===== config.mk =====
export PLATFORM = sky130hd
export DESIGN_NAME = fft8_input_framer
export DESIGN_NICKNAME = d
export VERILOG_FILES = /design/src/rtl/fft8_pkg.sv /design/src/rtl/fft8_frame_bank.sv /design/src/rtl/fft8_input_framer.sv
export SDC_FILE = /design/constraint.sdc
export NUM_CORES = 1
export LEC_CHECK = 0
export CORE_AREA = 2 2 331 251
export DETAILED_ROUTE_END_ITERATION = 16
export DIE_AREA = 0 0 333 253
export GPL_TIMING_DRIVEN = 0
export PLACE_DENSITY_LB_ADDON = 0.3
export SLEW_MARGIN = 10
export SYNTH_ARGS = -nofsm -noshare
export SYNTH_HDL_FRONTEND = slang
export SYNTH_SLANG_ARGS = --single-unit
export TNS_END_PERCENT = 5

===== constraint.sdc =====
create_clock -name clk -period 4.2 [get_ports clk]
set_input_delay 0.63 -clock clk [delete_from_list [all_inputs] [get_ports clk]]
set_output_delay 0.63 -clock clk [all_outputs]
set_load 0.01 [all_outputs]

===== src/rtl/fft8_pkg.sv =====
// Shared constants and index helpers for the fft8 input framer and its sample banks.
package fft8_pkg;

  localparam int N_POINTS = 8;
  localparam int IDX_W    = 3;
  localparam int SAMPLE_W = 32;

  // Packed complex sample layout: {real, imag}, 16-bit float halves.
  localparam int REAL_MSB = 31;
  localparam int REAL_LSB = 16;
  localparam int IMAG_MSB = 15;
  localparam int IMAG_LSB = 0;

  typedef logic [IDX_W-1:0] idx_t;

  function automatic idx_t bitrev3(input idx_t idx);
    return {idx[0], idx[1], idx[2]};
  endfunction

endpackage


===== src/rtl/fft8_frame_bank.sv =====
// One 8-word frame buffer; a single indexed write port, all words readable in parallel.
module fft8_frame_bank
  import fft8_pkg::*;
#(
  parameter int DATA_W = 32
) (
  input  logic              clk,
  input  logic              rst,
  input  logic              we,
  input  logic [IDX_W-1:0]  widx,
  input  logic [DATA_W-1:0] wdata,
  output logic [DATA_W-1:0] words_o [N_POINTS]
);

  logic [DATA_W-1:0] words_q [N_POINTS];

  always_ff @(posedge clk) begin
    if (rst) begin
      for (int i = 0; i < N_POINTS; i++) begin
        words_q[i] <= '0;
      end
    end else if (we) begin
      words_q[widx] <= wdata;
    end
  end

  assign words_o = words_q;

endmodule


===== src/rtl/fft8_input_framer.sv =====
// Ping-pong framer: gathers serial complex samples into 8-word frames and holds
// each frame on out1..out8 until the downstream fft8 stage accepts it.
module fft8_input_framer #(
  parameter int SAMPLE_W    = 32,
  parameter bit BIT_REVERSE = 1'b0
) (
  input  logic                clk,
  input  logic                rst,
  input  logic [SAMPLE_W-1:0] s_data,
  input  logic                s_valid,
  input  logic                s_sop,
  output logic                s_ready,
  output logic                frame_valid,
  input  logic                frame_ready,
  output logic                frame_err,
  output logic [SAMPLE_W-1:0] out1,
  output logic [SAMPLE_W-1:0] out2,
  output logic [SAMPLE_W-1:0] out3,
  output logic [SAMPLE_W-1:0] out4,
  output logic [SAMPLE_W-1:0] out5,
  output logic [SAMPLE_W-1:0] out6,
  output logic [SAMPLE_W-1:0] out7,
  output logic [SAMPLE_W-1:0] out8
);

  import fft8_pkg::*;

  logic [IDX_W-1:0] wr_idx_q, wr_idx_d;
  logic             wr_bank_q, wr_bank_d;
  logic             rd_bank_q, rd_bank_d;
  logic [1:0]       full_cnt_q, full_cnt_d;
  logic             err_q, err_d;

  logic             accept, restart, complete, consume;
  logic [IDX_W-1:0] widx;
  logic [SAMPLE_W-1:0] bank0_words [N_POINTS];
  logic [SAMPLE_W-1:0] bank1_words [N_POINTS];
  logic [SAMPLE_W-1:0] rd_words    [N_POINTS];

  assign s_ready     = !rst && (full_cnt_q != 2'd2);
  assign frame_valid = (full_cnt_q != 2'd0);
  assign frame_err   = err_q;

  assign accept   = s_valid && s_ready;
  // An s_sop mid-frame drops the partial frame and restarts at index 0.
  assign restart  = accept && s_sop && (wr_idx_q != '0);
  assign complete = accept && !restart && (wr_idx_q == IDX_W'(N_POINTS - 1));
  assign consume  = frame_valid && frame_ready;

  assign widx = restart     ? '0 :
                BIT_REVERSE ? bitrev3(wr_idx_q) : wr_idx_q;

  always_comb begin
    wr_idx_d   = wr_idx_q;
    wr_bank_d  = wr_bank_q;
    rd_bank_d  = rd_bank_q;
    full_cnt_d = full_cnt_q;
    err_d      = restart;

    if (restart) begin
      wr_idx_d = IDX_W'(1);
    end else if (accept) begin
      wr_idx_d = wr_idx_q + IDX_W'(1);
    end

    if (complete) begin
      wr_bank_d = !wr_bank_q;
    end
    if (consume) begin
      rd_bank_d = !rd_bank_q;
    end

    case ({complete, consume})
      2'b10:   full_cnt_d = full_cnt_q + 2'd1;
      2'b01:   full_cnt_d = full_cnt_q - 2'd1;
      default: full_cnt_d = full_cnt_q;
    endcase
  end

  always_ff @(posedge clk) begin
    if (rst) begin
      wr_idx_q   <= '0;
      wr_bank_q  <= 1'b0;
      rd_bank_q  <= 1'b0;
      full_cnt_q <= 2'd0;
      err_q      <= 1'b0;
    end else begin
      wr_idx_q   <= wr_idx_d;
      wr_bank_q  <= wr_bank_d;
      rd_bank_q  <= rd_bank_d;
      full_cnt_q <= full_cnt_d;
      err_q      <= err_d;
    end
  end

  fft8_frame_bank #(.DATA_W(SAMPLE_W)) u_bank0 (
    .clk     (clk),
    .rst     (rst),
    .we      (accept && !wr_bank_q),
    .widx    (widx),
    .wdata   (s_data),
    .words_o (bank0_words)
  );

  fft8_frame_bank #(.DATA_W(SAMPLE_W)) u_bank1 (
    .clk     (clk),
    .rst     (rst),
    .we      (accept && wr_bank_q),
    .widx    (widx),
    .wdata   (s_data),
    .words_o (bank1_words)
  );

  // Writes only ever hit the other bank, so the read side stays stable.
  always_comb begin
    for (int k = 0; k < N_POINTS; k++) begin
      rd_words[k] = rd_bank_q ? bank1_words[k] : bank0_words[k];
    end
  end

  assign out1 = rd_words[0];
  assign out2 = rd_words[1];
  assign out3 = rd_words[2];
  assign out4 = rd_words[3];
  assign out5 = rd_words[4];
  assign out6 = rd_words[5];
  assign out7 = rd_words[6];
  assign out8 = rd_words[7];

endmodule


==> results by group, run 1 <==
Timing
  – Setup TNS: 0 ns
  – Period utilization: between 90 and 100%
  – Slew headroom: between 30% and 40%
  – Hold Vio Cnt, Final: 0
  – Tmin final: around 4.1 ns
  – Worst Max-Slew Pin Slew: a little under 1 ns
  – Worst clock skew: roughly 0.025 ns
  – RSZ-0062 raised after global routing: yes
  – Finish-stage setup viols: 0
  – Worst hold slack: 0.469 ns
  – Fmax: approximately 250 MHz
  – Final Max Tran Viols: 0

Place
  – Post-DP HPWL: ~60000 um
  – Port Buf Inserts: slightly below 300
  – Placer Congestion: between 0.8 and 0.9

Setup path
  – CP top delay family: buffers and inverters
  – Worst Path Required: roughly 3.6 ns
  – Max stage delay on crit path: 0.79 ns
  – Reg2Reg Setup Slack: about 1.5 ns
  – Crit path cell chain: clkbuf_1 > clkbuf_1 > buf_1 > mux2_2 > clkdlybuf4s50_1
  – Reg2Reg Depth: 9
  – Slowest-stage cell, CP: buf_1
  – Peak fanout along the critical path: 10
  – Data arrival, critical path: between 3 and 4 ns
  – CP Class: flip-flop to output pin
  – Most frequent CP cell: clkbuf_1
  – Worst r2r src: wr_idx_q[1]
  – RR Endpoint: full_cnt_q[1]
  – Buffers and inverters on the worst path: 4
  – Setup crit end kind: output pin
  – Nature of the critical path startpoint: flip-flop

Global route
  – Vias in the first global route: around 18k
  – First-pass GRT wire length: ~110000 um
  – Total track usage: around 18%
  – Initial antenna violation count: 7
  – GRT Residual Overflow: 0
  – Largest net degree at the start of global routing: 15

Clock tree
  – CTS tree: built
  – Hold buffer count at cts: 0
  – Max clock buf depth: 3
  – Worst skew pair latency: between 0.6 and 0.7 ns
  – Root Driver: clkbuf_16
  – Cts bufs inserted: 58
  – H-tree depth: 2
  – Clk sink count: 520
  – Clock slew at reported path FFs: about 0.060 ns
  – Post-CTS setup buffers: 0

Route
  – DRC Markers: 0
  – DR iter-0 viols: about 830
  – Total Wirelength: 77800 um
  – Routed Antenna Nets: 0
  – Drt pass-1 iters: 5
  – Via Count: about 17k
  – WL/cell: ~21 um
  – Vias per inst: 4.63

Min path
  – Min-Delay Path Class: flip-flop to flip-flop
  – Worst hold stages: 2
  – Hold Path Origin: u_bank0.words_o[231]
  – Hold EP: u_bank0.words_o[231]

Power and ir drop
  – Clock Power Share: 47.8%
  – Sw Pwr: roughly 2.5 mW
  – Design Power: 10.7 mW
  – Int Power: 8.18 mW
  – Sw Ratio: 23.4%
  – Max VDD drop: 0.270 mV
  – Leakage power: 11.6 nW
  – Pwr/cell area: approximately 360 nW/um2
  – Sequential share of power: between 40 and 50%
  – Logic gate share of total power: under 10%

Synth
  – Ys async rst share: 0%
  – Register area share after synthesis: ~45%
  – Synth Register Bits: 520
  – Most frequent cells after synthesis: nand2b_1, dfxtp_1, mux2i_1
  – Synth unique cells: 39
  – Synth top area cells: dfxtp_1, mux2i_1, nand2b_1, mux2_2, o21ai_0
  – Mapped Cells: roughly 2.2k
  – Top FF cell, synth: dfxtp_1
  – Mapped Area: around 23000 um2
  – Syn avg cell area: ~10 um2
  – Syn Nets: ~2.3k
  – Most common cell in the netlist: nand2b_1
  – Ys Warns: 0
  – Yosys top cell by area: dfxtp_1
  – Post-synth EDFFs: 0
  – Top-area cell type share of the netlist area: between 40% and 50%

Die
  – Boundary Pins: between 200 and 300
  – Initial core utilization: 28.7%
  – Die height: roughly 250 um
  – Die Span X: between 300 and 400 um
  – Die ar.: about 84000 um2
  – CORE AREA: between 80000 and 90000 um2
  – Row Count: 91

Final layout
  – Final nets: approximately 2.6k
  – Filler Cells Inserted: about 8.1k
  – Syn-to-layout area delta: 26.5%
  – Share of layout cells above drive strength 1: ~16%

Flow run
  – # Max-Cap Violations: 0

Status
  – Status: completed
-- registers in the layout, summed over array words and instances (netlist names) --
register / count
full_cnt_q: 2
frame_err: 1
u_bank0.words_o: 256
rd_bank_q: 1
wr_bank_q: 1
u_bank1.words_o: 256
wr_idx_q: 3
-- through the flow --
stage                     util (%)  worst slack [ns]  area (um2)  instances
after floorplan                  -              1.85       23300       2249
after global placement        33.9             0.546       27600       3612
after detailed placement      33.9             0.531       27600       3612
after CTS                     36.3            0.0185       29500       3717
after global routing          36.3           -0.0321       29500       3718
final                         36.3             0.139       29500       3720
-- logic make-up after synthesis --
family,Yosys count,synth area share (%)
AO/OA/AOI/OAI,137,3.09
XOR/XNOR,3,0.113
adder cells (fa/ha/maj),4,0.215
buffers and inverters,199,4.18
flip-flops,520,44.7
multiplexers,641,28.9
AND/OR/NAND/NOR,745,18.8
-- layout make-up --
type	count	area (um2)	share of cell area (%)
clock inverter	19	189	0.641
sequential	520	10400	35.3
tap	1069	1340	4.54
timing repair buffer	294	2940	9.98
inverter	3	11.3	0.0382
buffer	196	968	3.28
clock buffer	86	1700	5.75
antenna	3	7.51	0.0255
multi-input combinational	1530	11900	40.4
-- how the worst max path moves through the flow --
stage,startpoint,cells after the start,to
after floorplan,rst,7,full_cnt_q[1]
after global placement,rd_bank_q,5,out5[28]
after detailed placement,rd_bank_q,5,out5[27]
after CTS,rd_bank_q,5,out2[28]
after global routing,rd_bank_q,5,out4[0]
final,rd_bank_q,5,out4[1]
-- per-layer routing --
metal	vias to the layer above	track usage (%)	share of wire, %
li1	8231	-	-
met1	8517	24.2	47
met2	368	29.1	45
met3	100	3.66	4.9
met4	6	4.71	2.4
met5	-	0	0.046
-- worst register-to-register path, cell delays in order, from the launching register on --
cell      delay, ns
dfxtp_1        0.35
clkbuf_1       0.23
inv_1          0.14
ha_1           0.18
nand2b_1       0.10
a211oi_1       0.47
nand2_1        0.18
ha_1           0.36
or3_1          0.37
a21oi_1        0.18
-- power by group through the flow --
stage / Clock (mW) / Sequential (mW) / Combinational, mW
4_1_cts: 5.23 / 4.98 / 0.603
2_1_floorplan: 0 / 5.08 / 0.322
5_1_grt: 5.44 / 4.98 / 0.634
3_3_place_gp: 0 / 5.09 / 0.592
6_report: 5.11 / 4.98 / 0.594
3_5_place_dp: 0 / 5.09 / 0.600
-- placed cells by master (no fill, tap or decap), drive strengths merged, types with 4 or more instances in the layout --
cell / synthesis / final
clkinv: 0 / 13
mux2: 256 / 256
mux2i: 385 / 385
clkdlybuf4s50: 0 / 294
nor2: 7 / 7
nand2: 132 / 132
ha: 4 / 4
o21ai: 130 / 130
dfxtp: 520 / 520
nand2b: 548 / 548
clkbuf: 144 / 228
nor2b: 34 / 34
buf: 52 / 54
-- timing repair --
action / in CTS / in global routing
endpoints found under the hold margin: 0 / 0
endpoints found under the setup margin: 18 / 16
resized for setup: 3 / 5
(Power assumes the default switching activity.)
==> run 2: changes to the inputs <==
- CTS_CLUSTER_DIAMETER: unset -> 60
==> results by group, run 2 (same netlist as run 1, synthesis figures left out) <==
Status
  – Status: completed

Power and ir drop
  – Leakage power: between 10 and 15 nW
  – Design Power: 10.8 mW
  – Max VDD drop: around 0.32 mV
  – Pwr/cell area: between 300 and 400 nW/um2

Route
  – Routed Antenna Nets: 0
  – Top layer in use: met5
  – DR iter-0 viols: approximately 850
  – Met3 Routed Length: roughly 3800 um
  – Met2 routed WL: 35400 um
  – Drt pass-1 iters: 5
  – M1 WL: roughly 37000 um
  – Via Count: roughly 17k
  – DRC Markers: 0
  – Total Wirelength: between 70000 and 80000 um
  – WL/cell: roughly 21 um
  – Vias per inst: 4.63

Final layout
  – Final nets: between 2k and 3k
  – Util after Layout: a little over a third
  – Syn-to-layout area delta: 26.7%
  – Post-route insts no fill: about 3.7k
  – Post-route design area: between 20000 and 30000 um2
  – Most common cell after layout, fill and taps aside: nand2b_1
  – Most frequent cells in the layout: nand2b_1, dfxtp_1, mux2i_1
  – Share of layout cells above drive strength 1: about 16%

Setup path
  – Peak fanout along the critical path: 10
  – Setup crit end kind: output pin
  – Nature of the critical path startpoint: flip-flop
  – Data arrival, critical path: between 3 and 4 ns
  – Worst Path Required: roughly 3.6 ns
  – Most frequent CP cell: clkbuf_1
  – Max stage delay on crit path: 0.80 ns
  – Crit path cell chain: clkbuf_1 > clkbuf_1 > buf_1 > mux2_2 > clkdlybuf4s50_1
  – CP Class: flip-flop to output pin
  – Slowest-stage cell, CP: buf_1

Timing
  – RSZ-0062 raised after global routing: yes
  – Fmax: 246 MHz
  – Finish-stage setup viols: 0
  – Hold Vio Cnt, Final: 0
  – Worst clock skew: approximately 0.02 ns
  – Slew headroom: roughly a third
  – Final Max Tran Viols: 0
  – Worst Max-Slew Pin Slew: 0.987 ns
  – Period utilization: between 90% and 100%
  – Tmin final: 4.06 ns
  – Setup TNS: 0 ns

Global route
  – GRT Residual Overflow: 0
  – Largest net degree at the start of global routing: 15
  – First-pass GRT wire length: 115000 um
  – Total track usage: 18.0%
  – Initial antenna violation count: 7
  – Vias in the first global route: around 18k

Clock tree
  – Max clock buf depth: 3
  – Post-CTS setup buffers: 0
  – H-tree depth: 2
  – Worst skew pair latency: 0.62 ns
  – Hold buffer count at cts: 0
  – Cts bufs inserted: just under 60
  – Root Driver: clkbuf_16
  – Clock slew at reported path FFs: roughly 0.060 ns
  – CTS tree: built
  – Clk sink count: 520

Place
  – DP Cell Count: 3612
  – Post-DP HPWL: ~60000 um
  – Port Buf Inserts: around 290
  – Placer Congestion: slightly above 0.8
  – Placed cell area: about 28000 um2

Min path
  – Min-Delay Path Class: flip-flop to flip-flop

Die
  – Boundary Pins: roughly 300
  – Die height: roughly 250 um
  – Die Span X: 333 um
  – Initial core utilization: between 20 and 30%
  – Row Count: 91
  – CORE AREA: just over 80000 um2
  – Die ar.: around 84000 um2

Flow run
  – # Max-Cap Violations: 0
[run 2: changes by cell type in the layout (fill, tap and decap cells not counted)]
| cell | before | now |
|---|---|---|
| clkinv_8 | 1 | 0 |
| inv_6 | 0 | 2 |
| clkinv_2 | 12 | 13 |
| clkbuf_8 | 14 | 12 |
| clkbuf_16 | 58 | 59 |
| inv_8 | 0 | 1 |
| clkbuf_1 | 152 | 149 |
| bufinv_16 | 3 | 4 |
| diode_2 | 3 | 5 |
| clkinv_4 | 0 | 1 |
[run 2: where the power goes]
part	switching [mW]	total (mW)	internal (mW)
clock	2.18	5.21	3.03
combinational	0.339	0.594	0.255
sequential	0.0162	4.98	4.96
[run 2: repair_timing]
item / 4_1_cts / 5_1_grt
resized for setup: 3 / 5
endpoints found under the setup margin: 23 / 13
endpoints found under the hold margin: 0 / 0
gates cloned: 0 / 0
[run 2: final cells by class]
class	count	area [um2]
inverters	3	11.3
flip-flops and latches	520	10400
fillers	8045	51800
repair buffers	294	2940
multi-input cells	1530	11900
clock inverters	24	245
diodes	5	12.5
clock buffers	82	1680
well taps	1069	1340
plain buffers	196	968
[run 2: critical path: cells and delay by family, from the launching register on]
| family | cells | cell delay (ns) |
|---|---|---|
| buffers and inverters | 4 | 2.03 |
| flip-flops | 1 | 0.30 |
| multiplexers | 1 | 0.47 |
[run 2: layer usage]
layer  vias to the layer above  track usage (%)
met5                         -                0
met4                         6             4.95
met3                       105             3.43
met2                       347             29.1
met1                      8539             24.3
li1                       8244                -
[run 2: final timing paths]
path | from | to | slack (ns) | cells after the start
setup / recovery | rd_bank_q | out4[0] | 0.14 | 5
hold / removal | u_bank0.words_o[231] | u_bank0.words_o[231] | 0.47 | 2
setup reg to reg | wr_idx_q[1] | full_cnt_q[1] | 1.51 | 9
hold reg to reg | u_bank0.words_o[231] | u_bank0.words_o[231] | 0.47 | 2
[run 2: per-stage QoR]
stage	setup slack [ns]	hold WS, ns
after floorplan	1.85	0.440
after global placement	0.546	0.452
after detailed placement	0.531	0.459
after CTS	0.00182	0.471
after global routing	-0.0260	0.483
final	0.141	0.469
==> run 3: changes to the inputs <==
- CORE_AREA: 2 2 331 251 -> 2 2 231 176
- DIE_AREA: 0 0 333 253 -> 0 0 233 178
- GPL_TIMING_DRIVEN: 0 -> unset
- MAX_ROUTING_LAYER: unset -> met4
==> results by group, run 3 (same netlist as run 1, synthesis figures left out) <==
Status
  – Status: completed

Die
  – Die ar.: between 40000 and 50000 um2
  – Initial core utilization: around three fifths
  – Row Count: 63
  – Boundary Pins: approximately 300
  – Die Span X: 233 um
  – Die height: about 180 um
  – CORE AREA: 39200 um2

Clock tree
  – Clock slew at reported path FFs: 0.06 ns
  – Max clock buf depth: 3
  – CTS tree: built
  – Cts bufs inserted: 50
  – Post-CTS Resized: 0
  – Hold buffer count at cts: 0
  – Post-CTS setup buffers: 0
  – H-tree depth: 2
  – Clk sink count: 520
  – Root Driver: clkbuf_16
  – Worst skew pair latency: between 0.5 and 0.6 ns

Place
  – Dpl ws: 0.972 ns
  – Placer Congestion: between 0.8 and 0.9
  – Post-DP HPWL: between 30000 and 40000 um
  – DP Cell Count: between 2k and 3k
  – Placed cell area: between 20000 and 30000 um2
  – Port Buf Inserts: around 300

Setup path
  – Peak fanout along the critical path: 61
  – Buffers and inverters on the worst path: 2
  – Reg2Reg Depth: 7
  – Crit path cell chain: buf_4 > mux2_2 > clkdlybuf4s50_1
  – Worst Path Required: about 3.6 ns
  – Max stage delay on crit path: between 0.6 and 0.7 ns
  – Nature of the critical path startpoint: flip-flop
  – Data arrival, critical path: ~2.6 ns
  – Instance count on the critical path: 3
  – Slowest-stage cell, CP: buf_4
  – CP Launch Point: rd_bank_q
  – CP Class: flip-flop to output pin
  – Setup crit end kind: output pin
  – Worst r2r src: wr_idx_q[1]
  – CP top delay family: buffers and inverters

Final layout
  – Most frequent cells in the layout: nand2b_1, dfxtp_1, mux2i_1
  – Syn-to-layout area delta: 19.6%
  – Post-route design area: between 20000 and 30000 um2
  – Share of layout cells above drive strength 1: between 10% and 20%
  – Util after Layout: between 70% and 80%
  – Post-route insts no fill: slightly below 3k
  – Most common cell after layout, fill and taps aside: nand2b_1
  – Final nets: ~2.5k

Route
  – Met2 routed WL: around 28000 um
  – Vias per inst: roughly 5.5
  – WL/cell: slightly below 20 um
  – DRC Markers: 0
  – M1 WL: about 26000 um
  – Total Wirelength: approximately 57000 um
  – Top layer in use: met4
  – Met3 Routed Length: roughly 2300 um
  – Routed Antenna Nets: 0
  – Via Count: about 16k
  – DR iter-0 viols: approximately 990
  – Drt pass-1 iters: 6

Min path
  – Hold Path Origin: u_bank0.words_o[245]
  – Min-Delay Path Class: flip-flop to flip-flop
  – Worst hold stages: 2

Global route
  – First-pass GRT wire length: 90100 um
  – Initial antenna violation count: 3
  – Vias in the first global route: about 16k
  – GRT Residual Overflow: 0
  – Total track usage: about 28%
  – Largest net degree at the start of global routing: 353

Timing
  – Period utilization: around 77%
  – Worst clock skew: 0.0110 ns
  – Hold Vio Cnt, Final: 0
  – Worst Max-Slew Pin Slew: between 1 and 1.5 ns
  – Slew headroom: 21.0%
  – RSZ-0062 raised after global routing: no
  – Setup TNS: 0 ns
  – Tmin final: about 3.2 ns
  – PnR worst setup slack: roughly 0.96 ns
  – Worst hold slack: 0.470 ns
  – Fmax: just over 300 MHz
  – Finish-stage setup viols: 0
  – Final Max Tran Viols: 0

Power and ir drop
  – Design Power: ~10 mW
  – Max VDD drop: approximately 0.28 mV
  – Pwr/cell area: 362 nW/um2
  – Leakage power: approximately 11 nW

Flow run
  – # Max-Cap Violations: 0
run 3: changes by cell type in the layout (fill, tap and decap cells not counted), moves of 4 or more:
cell / previous run / this run
clkbuf_16: 59 / 52
clkbuf_1: 149 / 13
buf_4: 7 / 20
buf_2: 32 / 0
clkbuf_2: 4 / 0
clkinv_2: 13 / 7
buf_6: 4 / 0
run 3: worst paths after layout:
kind                          endpoint  slack, ns
setup / recovery               out1[2]       0.96
hold / removal    u_bank0.words_o[245]       0.47
setup reg to reg  u_bank1.words_o[216]       1.33
hold reg to reg   u_bank0.words_o[245]       0.47
run 3: per-layer routing:
metal,track usage (%),up-vias
met4,7.99,0
met2,46.9,375
met5,-,-
li1,-,7846
met3,3.64,104
met1,35.7,7987
run 3: worst min-delay path, cell delays in order (launching register included):
cell and delay, ns:
dfxtp_1 0.31, nand2b_1 0.06, mux2i_1 0.05
run 3: area by class of cell:
cell class                 count  area (um2)
antenna                        3        7.51
clock buffer                  76        1500
clock inverter                12         164
fill                        2855       11300
inverter                       3        11.3
multi-input combinational   1530       12000
sequential                   520       10400
tap                          520         651
timing repair buffer         318        3170
run 3: power breakdown:
part | internal (mW) | leakage, nW | switching (mW)
registers | 4.96 | 4.19 | 0.0202
clock network | 2.70 | 0.824 | 1.89
logic | 0.241 | 6.25 | 0.263
total | 7.90 | 11.3 | 2.17
